$ cat src/rtl/fetch_unit.sv
// fetch_unit: owns the PC, drives imem_addr, registers the returned word
// and hands it to decode over valid/ready. Handles redirect, stall,
// EBREAK halt and a sticky misaligned-redirect trap.
// Ports: clk, reset (async high), imem_addr/imem_instr (memory side),
//   out_valid/out_ready/out_instr/out_pc (decode side),
//   redirect_valid/redirect_target, halted, trap.
// Optional: define FETCH_PERF_EN to add fetch_count/flush_count.
module fetch_unit #(
  parameter int                   PC_WIDTH   = 8,
  parameter logic [PC_WIDTH-1:0]  RESET_PC   = '0,
  parameter logic [31:0]          HALT_INSTR = 32'h00100073
) (
  input  logic                clk,
  input  logic                reset,
  output logic [PC_WIDTH-1:0] imem_addr,
  input  logic [31:0]         imem_instr,
  output logic                out_valid,
  input  logic                out_ready,
  output logic [31:0]         out_instr,
  output logic [PC_WIDTH-1:0] out_pc,
  input  logic                redirect_valid,
  input  logic [PC_WIDTH-1:0] redirect_target,
  output logic                halted,
  output logic                trap
`ifdef FETCH_PERF_EN
  ,
  output logic [15:0]         fetch_count,
  output logic [15:0]         flush_count
`endif
);

  localparam logic [31:0] NOP = 32'h00000013;

  typedef enum logic [1:0] {
    RUN  = 2'd0,
    HALT = 2'd1,
    TRAP = 2'd2
  } state_t;

  state_t              state_q, state_d;
  logic [PC_WIDTH-1:0] pc_q, pc_d;
  logic                valid_q, valid_d;
  logic [31:0]         instr_q, instr_d;
  logic [PC_WIDTH-1:0] opc_q, opc_d;

  logic adv;
  logic redir_ok;

  assign adv      = !valid_q || out_ready;
  assign redir_ok = (redirect_target[1:0] == 2'b00);

  always_comb begin
    state_d = state_q;
    pc_d    = pc_q;
    valid_d = valid_q;
    instr_d = instr_q;
    opc_d   = opc_q;
    unique case (state_q)
      RUN: begin
        if (redirect_valid) begin
          // Flush wins over a same-cycle accept.
          valid_d = 1'b0;
          if (redir_ok) pc_d = redirect_target;
          else          state_d = TRAP;
        end else if (adv) begin
          instr_d = imem_instr;
          opc_d   = pc_q;
          valid_d = 1'b1;
          pc_d    = pc_q + PC_WIDTH'(4);
          if (imem_instr == HALT_INSTR) state_d = HALT;
        end
      end
      HALT: begin
        if (redirect_valid) begin
          valid_d = 1'b0;
          if (redir_ok) begin
            pc_d    = redirect_target;
            state_d = RUN;
          end else begin
            state_d = TRAP;
          end
        end else if (out_ready) begin
          valid_d = 1'b0;
        end
      end
      TRAP: begin
        valid_d = 1'b0;
      end
      default: begin
        state_d = TRAP;
        valid_d = 1'b0;
      end
    endcase
  end

  always_ff @(posedge clk or posedge reset) begin
    if (reset) begin
      state_q <= RUN;
      pc_q    <= RESET_PC;
      valid_q <= 1'b0;
      instr_q <= NOP;
      opc_q   <= '0;
    end else begin
      state_q <= state_d;
      pc_q    <= pc_d;
      valid_q <= valid_d;
      instr_q <= instr_d;
      opc_q   <= opc_d;
    end
  end

  assign imem_addr = pc_q;
  assign out_valid = valid_q;
  assign out_instr = instr_q;
  assign out_pc    = opc_q;
  assign halted    = (state_q == HALT);
  assign trap      = (state_q == TRAP);

`ifdef FETCH_PERF_EN
  logic [15:0] fcnt_q, fcnt_d;
  logic [15:0] xcnt_q, xcnt_d;
  logic        hs;
  logic        fl;

  // A redirect in the same cycle as ready is a flush, not an accept.
  assign hs = valid_q && out_ready && !redirect_valid;
  assign fl = valid_q && redirect_valid && (state_q != TRAP);

  always_comb begin
    fcnt_d = fcnt_q;
    xcnt_d = xcnt_q;
    if (hs && fcnt_q != 16'hFFFF) fcnt_d = fcnt_q + 16'd1;
    if (fl && xcnt_q != 16'hFFFF) xcnt_d = xcnt_q + 16'd1;
  end

  always_ff @(posedge clk or posedge reset) begin
    if (reset) begin
      fcnt_q <= '0;
      xcnt_q <= '0;
    end else begin
      fcnt_q <= fcnt_d;
      xcnt_q <= xcnt_d;
    end
  end

  assign fetch_count = fcnt_q;
  assign flush_count = xcnt_q;
`endif

endmodule

$ cat config.mk
export PLATFORM = sky130hd
export DESIGN_NAME = fetch_unit
export DESIGN_NICKNAME = d
export VERILOG_FILES = /design/src/rtl/fetch_unit.sv
export SDC_FILE = /design/constraint.sdc
export NUM_CORES = 1
export LEC_CHECK = 0
export CORE_UTILIZATION = 35
export DETAILED_ROUTE_END_ITERATION = 6
export PLACE_DENSITY = 0.71
export SYNTH_ARGS = -nofsm -noshare
export SYNTH_HDL_FRONTEND = slang
export SYNTH_SLANG_ARGS = --single-unit
$ cat constraint.sdc
create_clock -name clk -period 1.95 [get_ports clk]
set_clock_uncertainty 0.2 [all_clocks]
set_input_delay 0.2925 -clock clk [delete_from_list [all_inputs] [get_ports clk]]
set_output_delay 0.2925 -clock clk [all_outputs]
set_load 0.01 [all_outputs]
==> flow_summary.yaml, run 1 <==
cells_and_area:
  nFillCells: 550
  nets: 317
  diodes: 0
  finalInstanceArea_sq_um: 3460
  drive_gt1_share_pct: 26.7
  area.growth.synth_to_final_pct: 55.9
sta:
  hold_viol_final: 0
  finalWorstSetupSlack_ns: 0.0934
  worst_slew_pin_slew_ns: 0.401
  setup-violations-final: 0
  rsz0062_at_grt: "false"
  fin_crit_sh_pct: 95.2
  fmaxAchievable_mhz: 539
  hold_ws_ns: 0.157
  maxSlewViolCount: 0
  period_needed_ns: 1.86
  maxSlewHeadroom_pct: 73.3
flow_run:
  maxCapViolations: 0
global_routing:
  gr-total-overflow: 0
  grt_pass1_wl_um: 8420
  grt_max_degree: 52
  antenna_found_initial: 0
  grt_use_total_pct: 16.9
  grt_pass1_vias: 1774
yosys:
  yosysTopAreaCellShare_pct: 54.1
  ys_types: 36
  syn-num-nets: 209
  synth.area.top_cells: "dfrtp_1 (54%), mux2_2 (20%), dfstp_2 (3.5%)"
  ys_seq_area_share_pct: 57.6
  synth.area.mux_share_pct: 20.7
  synth_area_leader_cell: "dfrtp_1"
  syn_area_per_cell_sq_um: 13.5
  synth_top_family_by_area: "multiplexers"
  netlist_area_sq_um: 2220
  synthAdderAreaFrac_pct: 0.563
  synthCells: 164
  synth_compound_area_share_pct: 6.31
  ys_warn_count: 0
  synthXorXnorAreaFrac_pct: 0
  synth-seq-cells: 51
  synthSimpleGateAreaFrac_pct: 11.1
clock_network:
  clockBufferDepth: 2
  cts_buffers: 5
  cts_tree: "yes"
  postCtsHoldBufs: 0
  clock_latency_ns: 0.30
  cts-root-buf: "clkbuf_8"
  cts.sinks: 51
  path_clk_slew_ns: 0.09
  cts_htree_levels: 2
placed_design:
  portBuffers: 94
  place_hpwl_um: 3930
  dpl_cell_area_sq_um: 3290
  place_ws_ns: -0.162
  gp_congestion: 0.883
critical_path:
  cp.depth: 1
  rr_startpoint: "state_q[0]$_DFFE_PP0P_"
  crit_chain: "clkdlybuf4s50_1"
  critPathRequiredTime_ns: 1.46
  worst_setup_path_start_kind: "register"
  worst-path-buf-inv: 1
  reg2reg_to: "out_instr[7]$_DFFE_PP0P_"
  end_kind: "primary output"
  path_max_fanout: 7
  r2r_slack_ns: 0.10
  critPathKind: "reg -> out"
  reg2reg_depth: 4
  cp_data_arrival_time_ns: 1.36
  crit_path_end: "imem_addr[6]"
  critPathLaunch: "imem_addr[6]$_DFFE_PP0P_"
  critical_path.top_delay_family: "buffers and inverters"
  max_stage_delay_ns: 0.59
  cp_slowest_cell: "clkdlybuf4s50_1"
routing:
  drtIter0Drc: 45
  avgViaCountPerCell: 5.10
  route.vias.total: 1774
  drt.antenna.violating_nets: 0
  drc_errors: 0
  totalWireLength_um: 5370
  first_pass_iters: 4
  wl_per_cell_um: 15.4
die:
  initial_core_util_pct: 36.9
  ios: 95
  num_rows: 28
  die_width_um: 81.7
  dieHeight_um: 81.7
  coreArea_sq_um: 6030
  die_area_sq_um: 6670
status:
  status: "finished clean"
pwr:
  p_per_area_nw_per_um2: 836
  power_mw: 2.89
  leakage_nw: 1.42
  ir_worst_vdd_uv: 415
worst_hold_path:
  hold_path.class: "in -> async"
## cell usage after synthesis
master / n
a21boi_0: 1
a21oi_1: 3
a22o_1: 1
a311oi_1: 1
a31oi_1: 1
a32oi_1: 1
and2_0: 1
and2b_1: 1
and3_1: 1
and4b_1: 1
buf_2: 2
buf_6: 5
clkbuf_1: 1
dfrtp_1: 48
dfstp_2: 3
ha_1: 1
inv_1: 3
mux2_2: 40
mux2i_1: 1
nand2_1: 2
nand2b_1: 2
nand4_1: 4
nor2_1: 8
nor2b_1: 5
nor3_1: 4
nor4_1: 7
nor4_4: 1
nor4b_1: 1
nor4bb_1: 1
o211ai_1: 2
o21ai_0: 5
o221a_2: 1
o22a_1: 1
o31ai_1: 2
o32a_1: 1
or2_2: 1
## power breakdown
group / internal, mW / switching [mW]
combinational: 0.471 / 0.264
sequential: 1.22 / 0.103
clock: 0.513 / 0.325
total: 2.20 / 0.692
## stage by stage
step,util (%),TNS [ns],cells
floorplan,-,0,164
global placement,54.7,-4.41,336
detailed placement,54.7,-5.76,336
CTS,57.4,0,348
global route,57.5,0,348
finish,57.5,0,348
## routing by layer
metal  track usage [%]  wire (um)  up-vias
met5                 0          0        -
met4              4.39         39        0
met3              6.33        452        6
met2              27.8       2630       78
met1              20.8       2250      872
li1                  -          -      818
## final cells by class
cell class / count / area, sq um / area share, %
multi-input cells: 102 / 862 / 24.9
flip-flops and latches: 51 / 1280 / 37.1
repair buffers: 109 / 1080 / 31.2
inverters: 3 / 11.3 / 0.325
clock inverters: 2 / 60.1 / 1.73
well taps: 75 / 93.8 / 2.71
clock buffers: 6 / 72.6 / 2.10
## what timing repair did
item | CTS | global route
resized for setup | 4 | 2
setup buffers | 4 | 0
setup endpoints to repair | 2 | 2
## sequential cells by signal (all words and copies together) (netlist names)
register   flops
out_instr     32
state_q        2
out_pc         8
imem_addr      8
out_valid      1
## how the worst min path moves through the flow
stage	endpoint	slack [ns]	cells after the start
6_report	out_pc[1]$_DFFE_PP0P_	0.16	3
5_1_grt	out_valid$_DFFE_PP0P_	0.18	3
4_1_cts	out_valid$_DFFE_PP0P_	0.16	3
3_5_place_dp	out_pc[4]$_DFFE_PP0P_	0.30	1
3_3_place_gp	out_pc[0]$_DFFE_PP0P_	0.29	1
2_1_floorplan	imem_addr[4]$_DFFE_PP0P_	0.22	2
## kinds of logic after synthesis
kind of cell / after synthesis
compound gates: 20
mux: 41
fa+ha+maj: 1
simple gates: 40
flops: 51
buf+inv: 11
## cell usage in the layout, fill, tap and decap left out, types with 2 or more instances in the layout
cell and instances:
nor2_1 8, nor3_1 4, o31ai_1 2, dfrtp_2 3
o211ai_1 2, dfstp_2 3, o21ai_0 5, bufinv_16 2
nor2b_1 4, nand4_1 4, inv_1 2, nand2_1 2
mux2_2 40, clkdlybuf4s50_1 92, nand2b_1 2, buf_12 2
dfrtp_1 45, nor4_1 7, a21oi_1 3, buf_4 13
clkbuf_8 5
Power figures use the tool's default switching activity.
==> run 2, diff against run 1 <==
- PLACE_DENSITY: 0.71 -> 0.68
- SKIP_LAST_GASP: unset -> 1
- clock period: 1.95 -> 1.71 ns (I/O delays scaled with it)
==> flow_summary.yaml, run 2 (synthesized netlist as in run 1, its figures left out) <==
critical_path:
  reg2reg_to: "out_instr[31]$_DFFE_PP0P_"
  critPathKind: "reg -> reg"
  path_max_fanout: 6
  reg2reg_depth: 5
  rr_startpoint: "state_q[0]$_DFFE_PP0P_"
  r2r_slack_ns: -0.07
  critPathRequiredTime_ns: 1.70
  cp_data_arrival_time_ns: 1.77
  worst_setup_path_start_kind: "register"
  end_kind: "register"
sta:
  setup-violations-final: 40
  hold_viol_final: 0
  worst_slew_pin_slew_ns: 0.345
  maxSlewViolCount: 0
  finalWorstSetupSlack_ns: -0.0670
  rsz0062_at_grt: "true"
  maxSlewHeadroom_pct: 76.8
  period_needed_ns: 1.78
  fin_crit_sh_pct: 104
  fmaxAchievable_mhz: 563
pwr:
  p_int_mw: 2.50
  p_sw_uw: 876
  p_per_area_nw_per_um2: 871
  pwr-share-clk_pct: 26.3
  ir_worst_vdd_uv: 482
  combPwrFrac_pct: 29.5
  leakage_nw: 1.85
  seqPwrFrac_pct: 44.2
  swShare_pct: 25.9
routing:
  drt.antenna.violating_nets: 0
  route.vias.total: 1855
  totalWireLength_um: 6510
  drc_errors: 0
  first_pass_iters: 4
  avgViaCountPerCell: 5.08
  drtIter0Drc: 138
  wl_per_cell_um: 17.8
die:
  num_rows: 28
  dieHeight_um: 81.7
  die_area_sq_um: 6670
  ios: 95
  initial_core_util_pct: 36.9
  coreArea_sq_um: 6030
  die_width_um: 81.7
global_routing:
  grt_use_total_pct: 19.6
  grt_max_degree: 52
  grt_pass1_wl_um: 9610
  gr-total-overflow: 0
  grt_pass1_vias: 1987
  antenna_found_initial: 0
cells_and_area:
  layout_commonest_cell: "clkdlybuf4s50_1"
  largest_register_ffs: 32
  nFillCells: 470
  final_cells: 365
  nets: 334
  drive_gt1_share_pct: 35.9
  final_cell_mix: "clkdlybuf4s50_1 (69), dfrtp_1 (44), mux2_4 (35), buf_4 (21), dlymetal6s2s_1 (16)"
  area.growth.synth_to_final_pct: 74.7
  diodes: 0
clock_network:
  clock_latency_ns: 0.30
  clockBufferDepth: 2
  cts_buffers: 5
  cts-root-buf: "clkbuf_8"
  postCtsHoldBufs: 0
  path_clk_slew_ns: 0.09
  cts.sinks: 51
  cts_htree_levels: 2
  cts_tree: "yes"
placed_design:
  gp_congestion: 0.803
  dp.cells: 344
  place_ws_ns: -0.392
  portBuffers: 94
  place_hpwl_um: 3900
status:
  status: "finished, violations left"
  violations: "setup timing"
flow_run:
  maxCapViolations: 0
worst_hold_path:
  hold_path.class: "in -> async"
[run 2: worst max path at each step]
| stage | cells past startpoint | endpoint | slack [ns] | start |
|---|---|---|---|---|
| floorplan | 4 | out_instr[21]$_DFFE_PP0P_ | -0.09 | state_q[0]$_DFFE_PP0P_ |
| global placement | 6 | imem_addr[6]$_DFFE_PP0P_ | -0.38 | redirect_valid |
| detailed placement | 6 | imem_addr[6]$_DFFE_PP0P_ | -0.39 | redirect_valid |
| CTS | 5 | out_instr[18]$_DFFE_PP0P_ | -0.09 | state_q[0]$_DFFE_PP0P_ |
| global route | 5 | out_instr[31]$_DFFE_PP0P_ | -0.11 | state_q[0]$_DFFE_PP0P_ |
| finish | 5 | out_instr[31]$_DFFE_PP0P_ | -0.07 | state_q[0]$_DFFE_PP0P_ |
[run 2: per-layer routing]
layer  GRT usage, %  wire length (um)  up-vias
met5              0                 0        -
met4           6.14               106        0
met3           3.56               276       11
met2           35.3              3350       59
met1           23.7              2770      926
li1               -                 -      859
[run 2: worst max-delay path, cell delays in order (launching register included)]
cell and delay, ns:
dfrtp_2 0.42, buf_6 0.12, nor4_4 0.25, buf_6 0.20
clkbuf_16 0.17, mux2_4 0.30
[run 2: final cells by class]
| class | instances | area [sq um] | share of cell area (%) |
|---|---|---|---|
| Sequential cell | 51 | 1280 | 33.1 |
| Tap cell | 75 | 93.8 | 2.42 |
| Clock inverter | 2 | 38.8 | 1.00 |
| Inverter | 3 | 11.3 | 0.290 |
| Multi-Input combinational cell | 102 | 1060 | 27.3 |
| Timing Repair Buffer | 126 | 1310 | 33.7 |
| Clock buffer | 6 | 82.6 | 2.13 |
[run 2: power by group through the flow]
stage / Clock, mW / Sequential, mW / Combinational [mW]
detailed placement: 0 / 1.53 / 0.872
global route: 0.952 / 1.52 / 1.06
floorplan: 0 / 1.60 / 0.246
CTS: 0.918 / 1.49 / 0.938
global placement: 0 / 1.53 / 0.864
finish: 0.889 / 1.50 / 0.997
[run 2: repair_timing]
action,in CTS,in global routing
cloned,3,3
buffers inserted,10,0
endpoints found under the setup margin,55,64
pin swaps,1,7
resized for setup,27,61
endpoints found under the hold margin,0,0
[run 2: stage by stage]
step                total power [mW]  hold WS [ns]  instance area (sq um)  setup TNS (ns)  utilization [%]
floorplan                       1.85         0.184                   2250           -3.25                -
global placement                2.39         0.291                   3390          -15.75             56.2
detailed placement              2.40         0.293                   3390          -15.70             56.2
CTS                             3.35         0.115                   3680           -2.66             61.1
global route                    3.53         0.135                   3880           -3.14             64.4
finish                          3.38         0.103                   3880           -1.55             64.4
==> run 3, diff against run 2 <==
- CORE_ASPECT_RATIO: unset -> 1.2
- RECOVER_POWER: unset -> 25
- SLEW_MARGIN: unset -> 5
==> flow_summary.yaml, run 3 (synthesized netlist as in run 1, its figures left out) <==
status:
  status: "finished, violations left"
  violations: "setup timing"
critical_path:
  critPathRequiredTime_ns: 1.69
  cp_slowest_cell: "clkdlybuf4s50_1"
  path_max_fanout: 7
  critPathKind: "in -> reg"
  worst_setup_path_start_kind: "input pin"
  max_stage_delay_ns: 0.51
  cp_data_arrival_time_ns: 1.79
  end_kind: "register"
  crit_chain: "clkdlybuf4s50_1 > nor2b_4 > nor4_4 > buf_6 > clkbuf_16 > mux2_4"
routing:
  first_pass_iters: 4
  avgViaCountPerCell: 4.96
  totalWireLength_um: 6030
  route.vias.total: 1837
  wl_per_cell_um: 16.3
  drt.antenna.violating_nets: 0
  drtIter0Drc: 47
  drc_errors: 0
cells_and_area:
  nets: 332
  multi_input_area_sq_um: 1060
  nFillCells: 500
  final_cell_mix: "clkdlybuf4s50_1 (72), dfrtp_1 (43), mux2_4 (29), buf_4 (19), dlymetal6s2s_1 (14)"
  layout_commonest_cell: "clkdlybuf4s50_1"
  largest_register_ffs: 32
  finalInstanceArea_sq_um: 3830
  final-seq-area_sq_um: 1290
  area.growth.synth_to_final_pct: 72.6
  drive_gt1_share_pct: 35.4
  diodes: 0
pwr:
  power_mw: 3.17
  leakage_nw: 1.77
  ir_worst_vdd_uv: 543
  p_per_area_nw_per_um2: 828
placed_design:
  gp_congestion: 0.781
  place_ws_ns: -0.355
  place_hpwl_um: 3700
  dpl_cell_area_sq_um: 3370
  portBuffers: 94
die:
  initial_core_util_pct: 36.5
  die_area_sq_um: 6670
  ios: 95
  num_rows: 31
  die_width_um: 74.7
  coreArea_sq_um: 6090
  dieHeight_um: 89.3
clock_network:
  clock_latency_ns: 0.29
  cts_buffers: 5
  cts.sinks: 51
  clockBufferDepth: 2
  cts_tree: "yes"
  cts-root-buf: "clkbuf_8"
  cts_htree_levels: 2
  path_clk_slew_ns: 0.09
  postCtsHoldBufs: 0
flow_run:
  maxCapViolations: 0
sta:
  period_needed_ns: 1.81
  rsz0062_at_grt: "true"
  setup-violations-final: 42
  setup_tns_ns: -2.76
  maxSlewViolCount: 0
  worst_slew_pin_slew_ns: 0.702
  hold_viol_final: 0
  finalWorstSetupSlack_ns: -0.0964
  fmaxAchievable_mhz: 554
  maxSlewHeadroom_pct: 53.2
  fin_crit_sh_pct: 106
global_routing:
  grt_max_degree: 52
  gr-total-overflow: 0
  grt_pass1_vias: 1796
  antenna_found_initial: 0
  grt_use_total_pct: 17.5
  grt_pass1_wl_um: 8650
worst_hold_path:
  hold_path.class: "reg -> reg"
run 3: changes by cell type in the layout (fill, tap and decap cells not counted), moves of 3 or more:
cell	delta
buf_8	-3
mux2_2	+6
clkdlybuf4s50_1	+3
buf_6	+3
mux2_4	-6
run 3: timing repair:
item	in CTS	in global routing
buffers inserted	9	2
gates resized for setup	16	65
pin swaps	0	5
gates cloned	3	3
setup endpoints to repair	53	64
run 3: worst paths after layout:
| path | start | to | slack (ns) | cells past startpoint |
|---|---|---|---|---|
| max reg2reg | out_valid$_DFFE_PP0P_ | out_pc[5]$_DFFE_PP0P_ | -0.08 | 5 |
| min in group asynchronous | reset | out_instr[11]$_DFFE_PP0P_ | 0.42 | 3 |
| min reg2reg | out_instr[22]$_DFFE_PP0P_ | out_instr[22]$_DFFE_PP0P_ | 0.31 | 1 |
| max in group asynchronous | reset | imem_addr[4]$_DFFE_PP0P_ | 0.39 | 3 |
| min | out_instr[22]$_DFFE_PP0P_ | out_instr[22]$_DFFE_PP0P_ | 0.31 | 1 |
| max | out_ready | out_pc[5]$_DFFE_PP0P_ | -0.1 | 6 |
run 3: cell type report:
cell class | instances | share of cell area (%)
Timing Repair Buffer | 124 | 33.4
Clock buffer | 7 | 2.25
Inverter | 3 | 0.294
Multi-Input combinational cell | 102 | 27.6
Sequential cell | 51 | 33.6
Tap cell | 82 | 2.68
Clock inverter | 1 | 0.229
run 3: layer usage:
layer / global-route usage, % / up-vias / wire length [um]
met5: 0 / - / 0
met4: 5.83 / 0 / 42
met3: 4.96 / 4 / 374
met2: 29.5 / 71 / 3090
met1: 21.6 / 911 / 2520
li1: - / 851 / -
run 3: metrics by stage:
step | hold WS [ns] | instances | utilization, %
2_1_floorplan | 0.184 | 164 | -
3_3_place_gp | 0.289 | 347 | 55.3
3_5_place_dp | 0.295 | 347 | 55.3
4_1_cts | 0.118 | 367 | 59.5
5_1_grt | 0.329 | 370 | 62.9
6_report | 0.312 | 370 | 62.9
run 3: worst max-delay path, delay by kind of cell:
kind	cells	cell delay [ns]
muxes	1	0.30
buffers and inverters	3	0.91
and+or+nand+nor	2	0.31
run 3: power breakdown:
| group | leakage [nW] | internal (mW) | switching [mW] |
|---|---|---|---|
| clock | 0.0484 | 0.332 | 0.389 |
| combinational | 1.09 | 0.610 | 0.344 |
| sequential | 0.625 | 1.39 | 0.107 |
